--- src/rtl/alien_formation_if.sv ---
// Bus between the alien formation and its neighbours: frame/bullet inputs in,
// alien RGB layer and hit reporting out.
interface alien_formation_if #(
    parameter int N = 8
);
    localparam int IW = (N > 1) ? $clog2(N) : 1;

    logic               fsync;
    logic signed [11:0] hpos;
    logic signed [11:0] vpos;
    logic signed [11:0] bullet_x;
    logic signed [11:0] bullet_y;
    logic               bullet_active;
    logic [7:0]         pixel [0:2];
    logic               active;
    logic [N-1:0]       alive_mask;
    logic               alien_hit;
    logic [IW-1:0]      hit_index;
    logic               bullet_consume;
    logic               all_dead;

    modport master (
        output fsync, hpos, vpos, bullet_x, bullet_y, bullet_active,
        input  pixel, active, alive_mask, alien_hit, hit_index, bullet_consume, all_dead
    );

    modport slave (
        input  fsync, hpos, vpos, bullet_x, bullet_y, bullet_active,
        output pixel, active, alive_mask, alien_hit, hit_index, bullet_consume, all_dead
    );
endinterface

--- src/rtl/alien_formation.sv ---
// ROWS x COLS alien grid: per-frame bullet hit scan, marching with
// edge drop/reverse, one-slot explosion, and a registered RGB layer.
module alien_formation #(
    parameter int COLS            = 4,
    parameter int ROWS            = 2,
    parameter int ALIEN_W         = 20,
    parameter int ALIEN_H         = 20,
    parameter int GAP_X           = 12,
    parameter int GAP_Y           = 12,
    parameter int START_X         = 100,
    parameter int START_Y         = 100,
    parameter int STEP_X          = 2,
    parameter int DROP_Y          = 8,
    parameter int X_MIN           = 0,
    parameter int X_MAX           = 1279,
    parameter int FRAMES_PER_STEP = 4,
    parameter int EXPLODE_FRAMES  = 8
) (
    input  logic              pixel_clk,
    input  logic              rst,
    alien_formation_if.slave  bus
);
    localparam int N   = ROWS * COLS;
    localparam int IW  = (N > 1) ? $clog2(N) : 1;
    localparam int FCW = $clog2(FRAMES_PER_STEP + 1);
    localparam int ECW = $clog2(EXPLODE_FRAMES + 1);
    localparam logic signed [13:0] XMIN14    = 14'(X_MIN);
    localparam logic signed [13:0] XMAX14    = 14'(X_MAX);
    localparam logic signed [13:0] RIGHT_OFF = 14'(COLS * (ALIEN_W + GAP_X) - GAP_X - 1);
    localparam logic signed [13:0] STEP14    = 14'(STEP_X);

    typedef enum logic [1:0] {IDLE, SCAN, MOVE} state_t;

    state_t             state_q, state_d;
    logic [IW-1:0]      idx_q, idx_d;
    logic               fsync_q, evt_q;
    logic signed [11:0] bx_q, bx_d, by_q, by_d;
    logic [N-1:0]       alive_q, alive_d;
    logic signed [11:0] form_x_q, form_x_d, form_y_q, form_y_d;
    logic               dir_q, dir_d;
    logic [FCW-1:0]     frame_cnt_q, frame_cnt_d;
    logic [IW-1:0]      exp_idx_q, exp_idx_d;
    logic [ECW-1:0]     exp_cnt_q, exp_cnt_d;
    logic               hit_q, hit_d;
    logic [IW-1:0]      hit_idx_q, hit_idx_d;
    logic               all_dead_q;
    logic [7:0]         pixel_q [0:2];
    logic               active_q;

    logic signed [12:0] box_x [N];
    logic signed [12:0] box_y [N];
    logic signed [13:0] next_x;
    logic               draw_live, draw_boom;

    function automatic logic in_box(input logic signed [12:0] px, input logic signed [12:0] py,
                                    input logic signed [12:0] x0, input logic signed [12:0] y0);
        return (px >= x0) && (px <= x0 + 13'(ALIEN_W - 1)) &&
               (py >= y0) && (py <= y0 + 13'(ALIEN_H - 1));
    endfunction

    always_comb begin
        for (int i = 0; i < N; i++) begin
            box_x[i] = 13'(form_x_q) + 13'((i % COLS) * (ALIEN_W + GAP_X));
            box_y[i] = 13'(form_y_q) + 13'((i / COLS) * (ALIEN_H + GAP_Y));
        end
    end

    always_comb begin
        state_d     = state_q;
        idx_d       = idx_q;
        bx_d        = bx_q;
        by_d        = by_q;
        alive_d     = alive_q;
        form_x_d    = form_x_q;
        form_y_d    = form_y_q;
        dir_d       = dir_q;
        frame_cnt_d = frame_cnt_q;
        exp_idx_d   = exp_idx_q;
        exp_cnt_d   = exp_cnt_q;
        hit_d       = 1'b0;
        hit_idx_d   = hit_idx_q;
        next_x      = dir_q ? (14'(form_x_q) - STEP14) : (14'(form_x_q) + STEP14);

        case (state_q)
            IDLE: begin
                if (evt_q) begin
                    bx_d    = bus.bullet_x;
                    by_d    = bus.bullet_y;
                    idx_d   = '0;
                    state_d = bus.bullet_active ? SCAN : MOVE;
                end
            end
            SCAN: begin
                if (alive_q[idx_q] && in_box(13'(bx_q), 13'(by_q), box_x[idx_q], box_y[idx_q])) begin
                    alive_d[idx_q] = 1'b0;
                    hit_d          = 1'b1;
                    hit_idx_d      = idx_q;
                    exp_idx_d      = idx_q;
                    exp_cnt_d      = ECW'(EXPLODE_FRAMES);
                    state_d        = MOVE;
                end else if (idx_q == IW'(N - 1)) begin
                    state_d = MOVE;
                end else begin
                    idx_d = idx_q + IW'(1);
                end
            end
            MOVE: begin
                if (exp_cnt_q != '0) exp_cnt_d = exp_cnt_q - ECW'(1);
                if (frame_cnt_q == FCW'(FRAMES_PER_STEP - 1)) begin
                    frame_cnt_d = '0;
                    // Edge test covers the whole grid, dead columns included.
                    if ((next_x < XMIN14) || (next_x + RIGHT_OFF > XMAX14)) begin
                        form_y_d = form_y_q + 12'(DROP_Y);
                        dir_d    = ~dir_q;
                    end else begin
                        form_x_d = next_x[11:0];
                    end
                end else begin
                    frame_cnt_d = frame_cnt_q + FCW'(1);
                end
                state_d = IDLE;
            end
            default: state_d = IDLE;
        endcase
    end

    always_comb begin
        draw_live = 1'b0;
        draw_boom = 1'b0;
        for (int i = 0; i < N; i++) begin
            if (in_box(13'(bus.hpos), 13'(bus.vpos), box_x[i], box_y[i])) begin
                if (alive_q[i]) draw_live = 1'b1;
                else if ((exp_cnt_q != '0) && (exp_idx_q == IW'(i))) draw_boom = 1'b1;
            end
        end
    end

    always_ff @(posedge pixel_clk) begin
        if (rst) begin
            state_q     <= IDLE;
            idx_q       <= '0;
            fsync_q     <= 1'b0;
            evt_q       <= 1'b0;
            bx_q        <= '0;
            by_q        <= '0;
            alive_q     <= '1;
            form_x_q    <= 12'(START_X);
            form_y_q    <= 12'(START_Y);
            dir_q       <= 1'b0;
            frame_cnt_q <= '0;
            exp_idx_q   <= '0;
            exp_cnt_q   <= '0;
            hit_q       <= 1'b0;
            hit_idx_q   <= '0;
            all_dead_q  <= 1'b0;
            active_q    <= 1'b0;
            for (int c = 0; c < 3; c++) pixel_q[c] <= 8'd0;
        end else begin
            state_q     <= state_d;
            idx_q       <= idx_d;
            fsync_q     <= bus.fsync;
            evt_q       <= bus.fsync & ~fsync_q;
            bx_q        <= bx_d;
            by_q        <= by_d;
            alive_q     <= alive_d;
            form_x_q    <= form_x_d;
            form_y_q    <= form_y_d;
            dir_q       <= dir_d;
            frame_cnt_q <= frame_cnt_d;
            exp_idx_q   <= exp_idx_d;
            exp_cnt_q   <= exp_cnt_d;
            hit_q       <= hit_d;
            hit_idx_q   <= hit_idx_d;
            all_dead_q  <= (alive_q == '0);
            active_q    <= draw_live | draw_boom;
            pixel_q[0]  <= draw_boom ? 8'd255 : 8'd0;
            pixel_q[1]  <= draw_live ? 8'd255 : (draw_boom ? 8'd128 : 8'd0);
            pixel_q[2]  <= 8'd0;
        end
    end

    assign bus.pixel[0]       = pixel_q[0];
    assign bus.pixel[1]       = pixel_q[1];
    assign bus.pixel[2]       = pixel_q[2];
    assign bus.active         = active_q;
    assign bus.alive_mask     = alive_q;
    assign bus.alien_hit      = hit_q;
    assign bus.bullet_consume = hit_q;
    assign bus.hit_index      = hit_idx_q;
    assign bus.all_dead       = all_dead_q;
endmodule

--- src/flat_wrapper.sv ---
// flat-port wrapper written by rule: the top's interface ports become plain ports
module alien_formation_flat 
#(
    parameter int COLS            = 4,
    parameter int ROWS            = 2,
    parameter int ALIEN_W         = 20,
    parameter int ALIEN_H         = 20,
    parameter int GAP_X           = 12,
    parameter int GAP_Y           = 12,
    parameter int START_X         = 100,
    parameter int START_Y         = 100,
    parameter int STEP_X          = 2,
    parameter int DROP_Y          = 8,
    parameter int X_MIN           = 0,
    parameter int X_MAX           = 1279,
    parameter int FRAMES_PER_STEP = 4,
    parameter int EXPLODE_FRAMES  = 8
)
  (pixel_clk, rst, bus_fsync, bus_hpos, bus_vpos, bus_bullet_x, bus_bullet_y, bus_bullet_active, bus_pixel, bus_active, bus_alive_mask, bus_alien_hit, bus_hit_index, bus_bullet_consume, bus_all_dead);
  alien_formation_if bus_i ();
  input  logic pixel_clk;
  input  logic rst;
  input wire logic [$bits(bus_i.fsync)-1:0] bus_fsync;
  input wire logic [$bits(bus_i.hpos)-1:0] bus_hpos;
  input wire logic [$bits(bus_i.vpos)-1:0] bus_vpos;
  input wire logic [$bits(bus_i.bullet_x)-1:0] bus_bullet_x;
  input wire logic [$bits(bus_i.bullet_y)-1:0] bus_bullet_y;
  input wire logic [$bits(bus_i.bullet_active)-1:0] bus_bullet_active;
  output wire logic [$bits(bus_i.pixel)-1:0] bus_pixel;
  output wire logic [$bits(bus_i.active)-1:0] bus_active;
  output wire logic [$bits(bus_i.alive_mask)-1:0] bus_alive_mask;
  output wire logic [$bits(bus_i.alien_hit)-1:0] bus_alien_hit;
  output wire logic [$bits(bus_i.hit_index)-1:0] bus_hit_index;
  output wire logic [$bits(bus_i.bullet_consume)-1:0] bus_bullet_consume;
  output wire logic [$bits(bus_i.all_dead)-1:0] bus_all_dead;
  assign bus_i.fsync = bus_fsync;
  assign bus_i.hpos = bus_hpos;
  assign bus_i.vpos = bus_vpos;
  assign bus_i.bullet_x = bus_bullet_x;
  assign bus_i.bullet_y = bus_bullet_y;
  assign bus_i.bullet_active = bus_bullet_active;
  assign bus_pixel = {>>{bus_i.pixel}};
  assign bus_active = bus_i.active;
  assign bus_alive_mask = bus_i.alive_mask;
  assign bus_alien_hit = bus_i.alien_hit;
  assign bus_hit_index = bus_i.hit_index;
  assign bus_bullet_consume = bus_i.bullet_consume;
  assign bus_all_dead = bus_i.all_dead;
  alien_formation #(.COLS(COLS), .ROWS(ROWS), .ALIEN_W(ALIEN_W), .ALIEN_H(ALIEN_H), .GAP_X(GAP_X), .GAP_Y(GAP_Y), .START_X(START_X), .START_Y(START_Y), .STEP_X(STEP_X), .DROP_Y(DROP_Y), .X_MIN(X_MIN), .X_MAX(X_MAX), .FRAMES_PER_STEP(FRAMES_PER_STEP), .EXPLODE_FRAMES(EXPLODE_FRAMES)) u_core (.pixel_clk(pixel_clk), .rst(rst), .bus(bus_i));
endmodule
--- config.mk ---
export PLATFORM = sky130hd
export DESIGN_NAME = alien_formation_flat
export DESIGN_NICKNAME = d
export VERILOG_FILES = /design/src/rtl/alien_formation_if.sv /design/src/rtl/alien_formation.sv /design/src/flat_wrapper.sv
export SDC_FILE = /design/constraint.sdc
export NUM_CORES = 1
export LEC_CHECK = 0
export CORE_MARGIN = 3
export CORE_UTILIZATION = 40
export CTS_CLUSTER_DIAMETER = 150
export CTS_CLUSTER_SIZE = 40
export DETAILED_ROUTE_END_ITERATION = 10
export PLACE_DENSITY = 0.68
export SLEW_MARGIN = 20
export SYNTH_ARGS = -nofsm -noshare
export SYNTH_HDL_FRONTEND = slang
export SYNTH_SLANG_ARGS = --single-unit
--- constraint.sdc ---
create_clock -name pixel_clk -period 4.21 [get_ports pixel_clk]
set_input_delay 0.842 -clock pixel_clk [delete_from_list [all_inputs] [get_ports pixel_clk]]
set_output_delay 0.842 -clock pixel_clk [all_outputs]
set_load 0.02 [all_outputs]
[Word level (Yosys, flattened, before mapping)]
Memories as Yosys holds them, arrays and structs flattened.
Index checks and enable logic that the tools add are counted.
Cells by class
  eq/ne operators: 17
  mux-type cells: 74
  bitwise operators: 12
  add/sub/neg operators: 19
  reductions and logical operators: 48
  order comparisons: 21
Operator list (number)
  $le 12x13->1: 8
  $add 13x6->13 const B: 6
  $bmux 13 s3: 2
  $ge 12x13->1: 6
  $mux 13: 4
  $mux 8: 6
  $mux 1: 46
  $logic_and 1x1->1: 33
  $add 12x6->13 const B: 2
  $add 12x7->13 const B: 2
  $add 12x8->13 const B: 2
  $ge 12x12->1: 2
  $eq 3x3->1 const B: 5
  $add 14x8->14 const B: 1
  $gt 14x12->1 const B: 1
  $lt 14x1->1 const B: 1
  $mux 14: 1
  $add 12x3->13 const B: 1
  $sub 12x3->13 const B: 1
  $add 12x5->12 const B: 1
  $mux 3: 4
  $eq 3x2->1 const B: 3
  $reduce_and 3->1: 3
  $and 8x8->8: 1
  32 further kinds: 49
Storage, ports and cells
  logic and storage cells: 208
  input port bits: 52
  memories: 1
  output and inout bits: 39
  bits in writable memories: 24
  register bits: 77
Memories
  u_core.pixel_q: depth 3, bits a word 8, read ports 3, clocked after Yosys merged registers in 0, write ports 3, RTL line alien_formation.sv:47  | logic [7:0] pixel_q [0:2];

[Depth between registers and ports, before layout]
  depth in word-level cells: 30
  depth in mapped cells: 22
  mapped depth without buffers: 20

[Least setup slack after synthesis]
No wires, ideal clock.
  path kind: reg-to-reg
  from: reg u_core.form_x_q[5]
  to: reg u_core.alive_q[0], in the netlist u_core.bus.alive_mask[0]
  data required time: 4080 ps
  period minus slack after synthesis: 4491 ps
  stages on the path, launching flop included: 22
  buffers on the path: 2
  setup slack: -281 ps
  data arrival time: 4362 ps
  setup time: 130 ps
  cells stage by stage: dfxtp_1 -> clkbuf_1 -> inv_1 -> ha_1 -> mux2i_1 -> xnor2_1 -> inv_1 -> or2_2 -> nor2_1 -> nand3_1 -> nor3_1 -> xor2_1 -> ha_1 -> nor4b_1 -> nand2_1 -> or4_1 -> a21oi_1 -> o41ai_1 -> a211o_1 -> clkbuf_1 -> o41ai_1 -> nand2_1
Between the ends
  longest elaborated chain between the ends: 11
  elaborated cells on any way between the ends: 14
  classes of those cells: add/sub: 4; order compare: 2; mux: 3; reduce/logical: 5
RTL lines
  start, declared: RTL line alien_formation.sv:39  | logic signed [11:0] form_x_q, form_x_d, form_y_q, form_y_d;
  start signal, assigned: RTL line alien_formation.sv:147  | form_x_q <= 12'(START_X);
  start signal, assigned: RTL line alien_formation.sv:166  | form_x_q <= form_x_d;
  $add 12x8->13 or $add 12x7->13 (tied branches): RTL line alien_formation.sv:63  | box_x[i] = 13'(form_x_q) + 13'((i % COLS) * (ALIEN_W + GAP_X));
  $bmux 13 s3 *: RTL line alien_formation.sv:94  | if (alive_q[idx_q] && in_box(13'(bx_q), 13'(by_q), box_x[idx_q], box_y[idx_q])) begin
  $mux 13 (implied by the code) * (2 in a row): RTL line alien_formation.sv:94
  $add 13x6->13: RTL line alien_formation.sv:57  | return (px >= x0) && (px <= x0 + 13'(ALIEN_W - 1)) &&
  $le 12x13->1: RTL line alien_formation.sv:57
  $logic_and 1x1->1 * (2 in a row): RTL line alien_formation.sv:57
  $logic_and 1x1->1 *: RTL line alien_formation.sv:58  | (py >= y0) && (py <= y0 + 13'(ALIEN_H - 1));
  $logic_and 1x1->1 *: RTL line alien_formation.sv:94
  $reduce_and 2->1 (no source line) *
  end signal, assigned: RTL line alien_formation.sv:165  | alive_q <= alive_d;
  end, declared: RTL line alien_formation.sv:38  | logic [N-1:0] alive_q, alive_d;
Mark *: on every way between the ends. The rest lies on a longest branch, timed or not. The select of a mux whose other input is x is not followed.
A chain may end at the register's enable or synchronous reset.

[Final worst setup path]
  from: reg u_core.form_x_q[6]
  to: reg u_core.exp_cnt_q[3]
Between the ends
  longest elaborated chain between the ends: 12
  elaborated cells on any way between the ends: 15
  classes of those cells: add/sub: 4; order compare: 2; eq/ne: 1; mux: 3; reduce/logical: 5
RTL lines
  $add 12x8->13 or $add 12x7->13 (tied branches): RTL line alien_formation.sv:63
  $bmux 13 s3 *: RTL line alien_formation.sv:94
  $mux 13 (implied by the code) * (2 in a row): RTL line alien_formation.sv:94
  $add 13x6->13: RTL line alien_formation.sv:57
  $le 12x13->1: RTL line alien_formation.sv:57
  $logic_and 1x1->1 * (2 in a row): RTL line alien_formation.sv:57
  $logic_and 1x1->1 *: RTL line alien_formation.sv:58
  $logic_and 1x1->1 *: RTL line alien_formation.sv:94
  $ne 2x1->1 (no source line) *
  $reduce_and 3->1 (no source line) *
  end signal, assigned: RTL line alien_formation.sv:171  | exp_cnt_q <= exp_cnt_d;
  end, declared: RTL line alien_formation.sv:43  | logic [ECW-1:0] exp_cnt_q, exp_cnt_d;
Marks and branches as above.

==> reports/results.tsv <==
stage	metric	value	unit
finish	Area Overhead vs Synth	21.57	%
global_route	total global routing overflow	0	
critical_path	worst r2r dst	u_core.exp_cnt_q[3]$_SDFFE_PP0P_	
critical_path	CP max FO	5	
logic_synthesis	Post-synth ARST share	0	%
finish	Non-Filler Instances	1557	
timing	clk_skew	0.01193	ns
critical_path	WP data arrival	4.26	ns
pwr	switching share of power	32.35	%
timing	Fin. Hold Viols	0	
logic_synthesis	post-synthesis sequential element count	75	
pwr	combinational share of power	27.3	%
run_status	outcome	finished clean	
timing	setup TNS	0	ns
clock_tree	clock buffer count from CTS	9	
min_path	Hold WC Path Type	flip-flop to flip-flop	
finish	Finished Core Util	50.37	%
routing	DRC viols	0	
critical_path	crit path launch type	flip-flop	
logic_synthesis	syn_area_per_cell	7.916	sq um
logic_synthesis	Yosys warning total	0	
placement	IO Port Bufs	82	
logic_synthesis	Cell variety after synth	77	
floorplan	die area	0.02481	sq mm
critical_path	R2R setup slack	0.17	ns
pwr	leakage power	4.686	nW
placement	DP Cell Count	1537	
timing	Final Cycle Share	95.96	%
floorplan	die height	157.5	um
clock_tree	Longest Clk Path Bufs	2	
clock_tree	Skew-Pair Late Insertion Delay	0.35	ns
pwr	Worst VDD drop	0.0001948	V
timing	crit path time final	4.040	ns
floorplan	chip width	157.5	um
global_route	vias in the first global route	8016	
clock_tree	CTS Sinks	75	
clock_tree	Hold Buf Count CTS	0	
critical_path	CP Capture Type	flip-flop	
pwr	proportion of power drawn by the clock network	37.5	%
clock_tree	clk slew on worst S/H paths	0.06	ns
pwr	Pint	1.479	mW
logic_synthesis	register area share after synthesis	16.35	%
critical_path	Worst Setup Path Type	flip-flop to flip-flop	
finish	final net count	1503	
finish	antenna cells	0	
clock_tree	root buffer cell	clkbuf_16	
routing	DR WL/cell	16.48	um
global_route	initial antenna violation count	0	
min_path	HP Start	u_core.fsync_q$_SDFF_PP0_	
min_path	Hold Path Stages	1	
finish	most frequent cells in the layout	ha_1 (172), nand2_1 (135), clkdlybuf4s50_1 (81), nor2_1 (70), dfxtp_1 (70)	
logic_synthesis	Syn Inst Count	1160	
timing	PnR worst setup slack	0.1702	ns
finish	layout cells sized above 1	11.98	%
finish	commonest non-fill, non-tap cell in the layout	ha_1	
critical_path	Critical Path RT	4.43	ns
timing	Max Freq	0.2475	GHz
logic_synthesis	EDFF count, synth	0	
critical_path	r2r worst-path depth	20	
routing	final WL	25650	um
floorplan	Starting Density	41.44	%
routing	drt pass-1 iters	5	
global_route	first-pass GRT wire length	41150	um
pwr	sequential share of power	35.2	%
clock_tree	CTS tree	yes	
global_route	gr usage total	20.48	%
pwr	PwrDens	195.9	mW/mm^2
routing	post-route ant nets	0	
floorplan	IO Pins	91	
timing	Setup-failing EPs final	0	
timing	Least-Margin Pin Slew	0.8408	ns
placement	GP Congestion	0.9652	
logic_synthesis	ys flop type	dfxtp_1	
min_path	Hold Path Sink	u_core.evt_q$_SDFF_PP0_	
logic_synthesis	Mapped Area	0.009183	sq mm
placement	placed instance area	0.01058	sq mm
global_route	pin count of the biggest net entering global routing	60	
pwr	Net Sw Power	0.7073	mW
pwr	Total Power	2.186	mW
placement	pre-CTS setup slack	-0.09319	ns
floorplan	Rows	54	
placement	DP Wirelength	20330	um
finish	cell area after layout	0.01116	sq mm
timing	Hold Worst Slack	0.3846	ns
routing	via count of the routed design	8738	
critical_path	worst r2r src	u_core.form_x_q[6]$_SDFFE_PP1P_	
routing	vias per cell	5.612	
timing	relative slew slack	43.95	%
clock_tree	Max H-tree Level	3	
routing	Initial DRC Count	539	
timing	Max Slew Vio Count	0	
job	Max-cap violations	0	
floorplan	Floorplan Core Area	0.02216	sq mm
registers in the layout, indices dropped and copies added (netlist names), 3 cells and up:
signal,cells
u_core.idx_q,3
u_core.bus.alive_mask,8
u_core.form_y_q,9
u_core.by_q,12
u_core.exp_idx_q,3
u_core.exp_cnt_q,4
u_core.form_x_q,11
u_core.bx_q,12
u_core.frame_cnt_q,3
u_core.pixel_q,3
power by group through the flow:
stage                     logic [mW]  registers [mW]  clock network (mW)
final                          0.596           0.770               0.821
after detailed placement       0.567           0.785                   0
after floorplan                0.379           0.773                   0
after global placement         0.557           0.784                   0
after global routing           0.664           0.773               0.865
after CTS                      0.574           0.769               0.836
how the worst max path moves through the flow:
stage                                          startpoint  slack [ns]  cells after the start                                     to
final                     u_core.form_x_q[6]$_SDFFE_PP1P_        0.17                     20       u_core.exp_cnt_q[3]$_SDFFE_PP0P_
after global routing      u_core.form_x_q[6]$_SDFFE_PP1P_       -0.05                     20       u_core.exp_cnt_q[1]$_SDFFE_PP0P_
after CTS                 u_core.form_x_q[6]$_SDFFE_PP1P_       -0.02                     20       u_core.exp_cnt_q[3]$_SDFFE_PP0P_
after detailed placement  u_core.form_y_q[6]$_SDFFE_PP1P_       -0.09                     17       u_core.exp_cnt_q[3]$_SDFFE_PP0P_
after global placement    u_core.form_y_q[6]$_SDFFE_PP1P_       -0.06                     17       u_core.exp_cnt_q[3]$_SDFFE_PP0P_
after floorplan           u_core.form_x_q[5]$_SDFFE_PP1P_       0.006                     21  u_core.bus.alive_mask[0]$_SDFFE_PP1P_
cells by family after synthesis:
| family | after synthesis | share of synthesized area [%] |
|---|---|---|
| XOR/XNOR | 87 | 8.298 |
| flip-flops | 75 | 16.35 |
| AO/OA/AOI/OAI | 269 | 20.03 |
| multiplexers | 22 | 2.671 |
| AND/OR/NAND/NOR | 393 | 21.54 |
| buffers and inverters | 134 | 6.595 |
| adder cells (fa/ha/maj) | 179 | 24.47 |
| other | 1 | 0.04084 |
layout make-up:
| type | instances | area [sq um] |
|---|---|---|
| Inverter | 74 | 280.3 |
| Multi-Input combinational cell | 958 | 7333 |
| Clock buffer | 9 | 225.2 |
| Sequential cell | 75 | 1513 |
| Timing Repair Buffer | 154 | 1380 |
| Clock inverter | 7 | 81.33 |
| Fill cell | 2117 | 11000 |
| Tap cell | 280 | 350.3 |
critical path, stage by stage (launching register included):
cell,delay (ns)
dfxtp_4,0.38
inv_4,0.06
ha_4,0.26
mux2i_1,0.07
xnor2_1,0.21
inv_1,0.08
or2_4,0.28
nor2_4,0.09
nand3_2,0.10
nor3_2,0.20
xor2_1,0.11
ha_2,0.20
nor4b_4,0.24
nand2_1,0.11
or4_1,0.43
a21oi_2,0.12
o41ai_1,0.08
buf_4,0.16
a221o_1,0.44
o211ai_1,0.18
o21ai_0,0.11
repair_timing:
item,4_1_cts,5_1_grt
setup endpoints to repair,11,34
pin swaps,2,14
buffers inserted,0,4
resized for setup,4,50
per-layer routing:
layer | up-vias | GRT usage [%] | part of all wire, %
met5 | - | 0 | 0
met4 | 0 | 5.124 | 1.5
met3 | 27 | 2.392 | 5.1
met2 | 225 | 31.75 | 44
met1 | 4044 | 30.19 | 50
li1 | 4442 | - | -
Yosys cell counts (all sizes together) (5+ instances only):
master,number,share of area [%]
a211oi,13,1.2
a21o,40,3.3
a21oi,70,3.8
a221oi,5,0.48
a31oi,12,0.82
and3,14,0.95
and4,8,0.76
buf,30,2.3
clkbuf,30,1.2
dfxtp,75,16
ha,178,24
inv,71,2.9
mux2i,20,2.2
nand2,136,5.6
nand2b,10,0.68
nand3,30,1.6
nand4,16,1.2
nor2,72,2.9
nor2b,16,1.1
nor3,26,1.4
nor3b,9,0.74
nor4,14,1.2
nor4b,5,0.48
o2111ai,7,0.67
o211ai,11,0.95
o21a,7,0.57
o21ai,38,2.2
o221ai,7,0.67
o22ai,7,0.48
o311ai,5,0.56
o31ai,10,0.82
o32ai,5,0.48
or3,18,1.3
xnor2,63,6.0
xor2,24,2.3
Note: power is estimated with default switching activity, not from simulation.
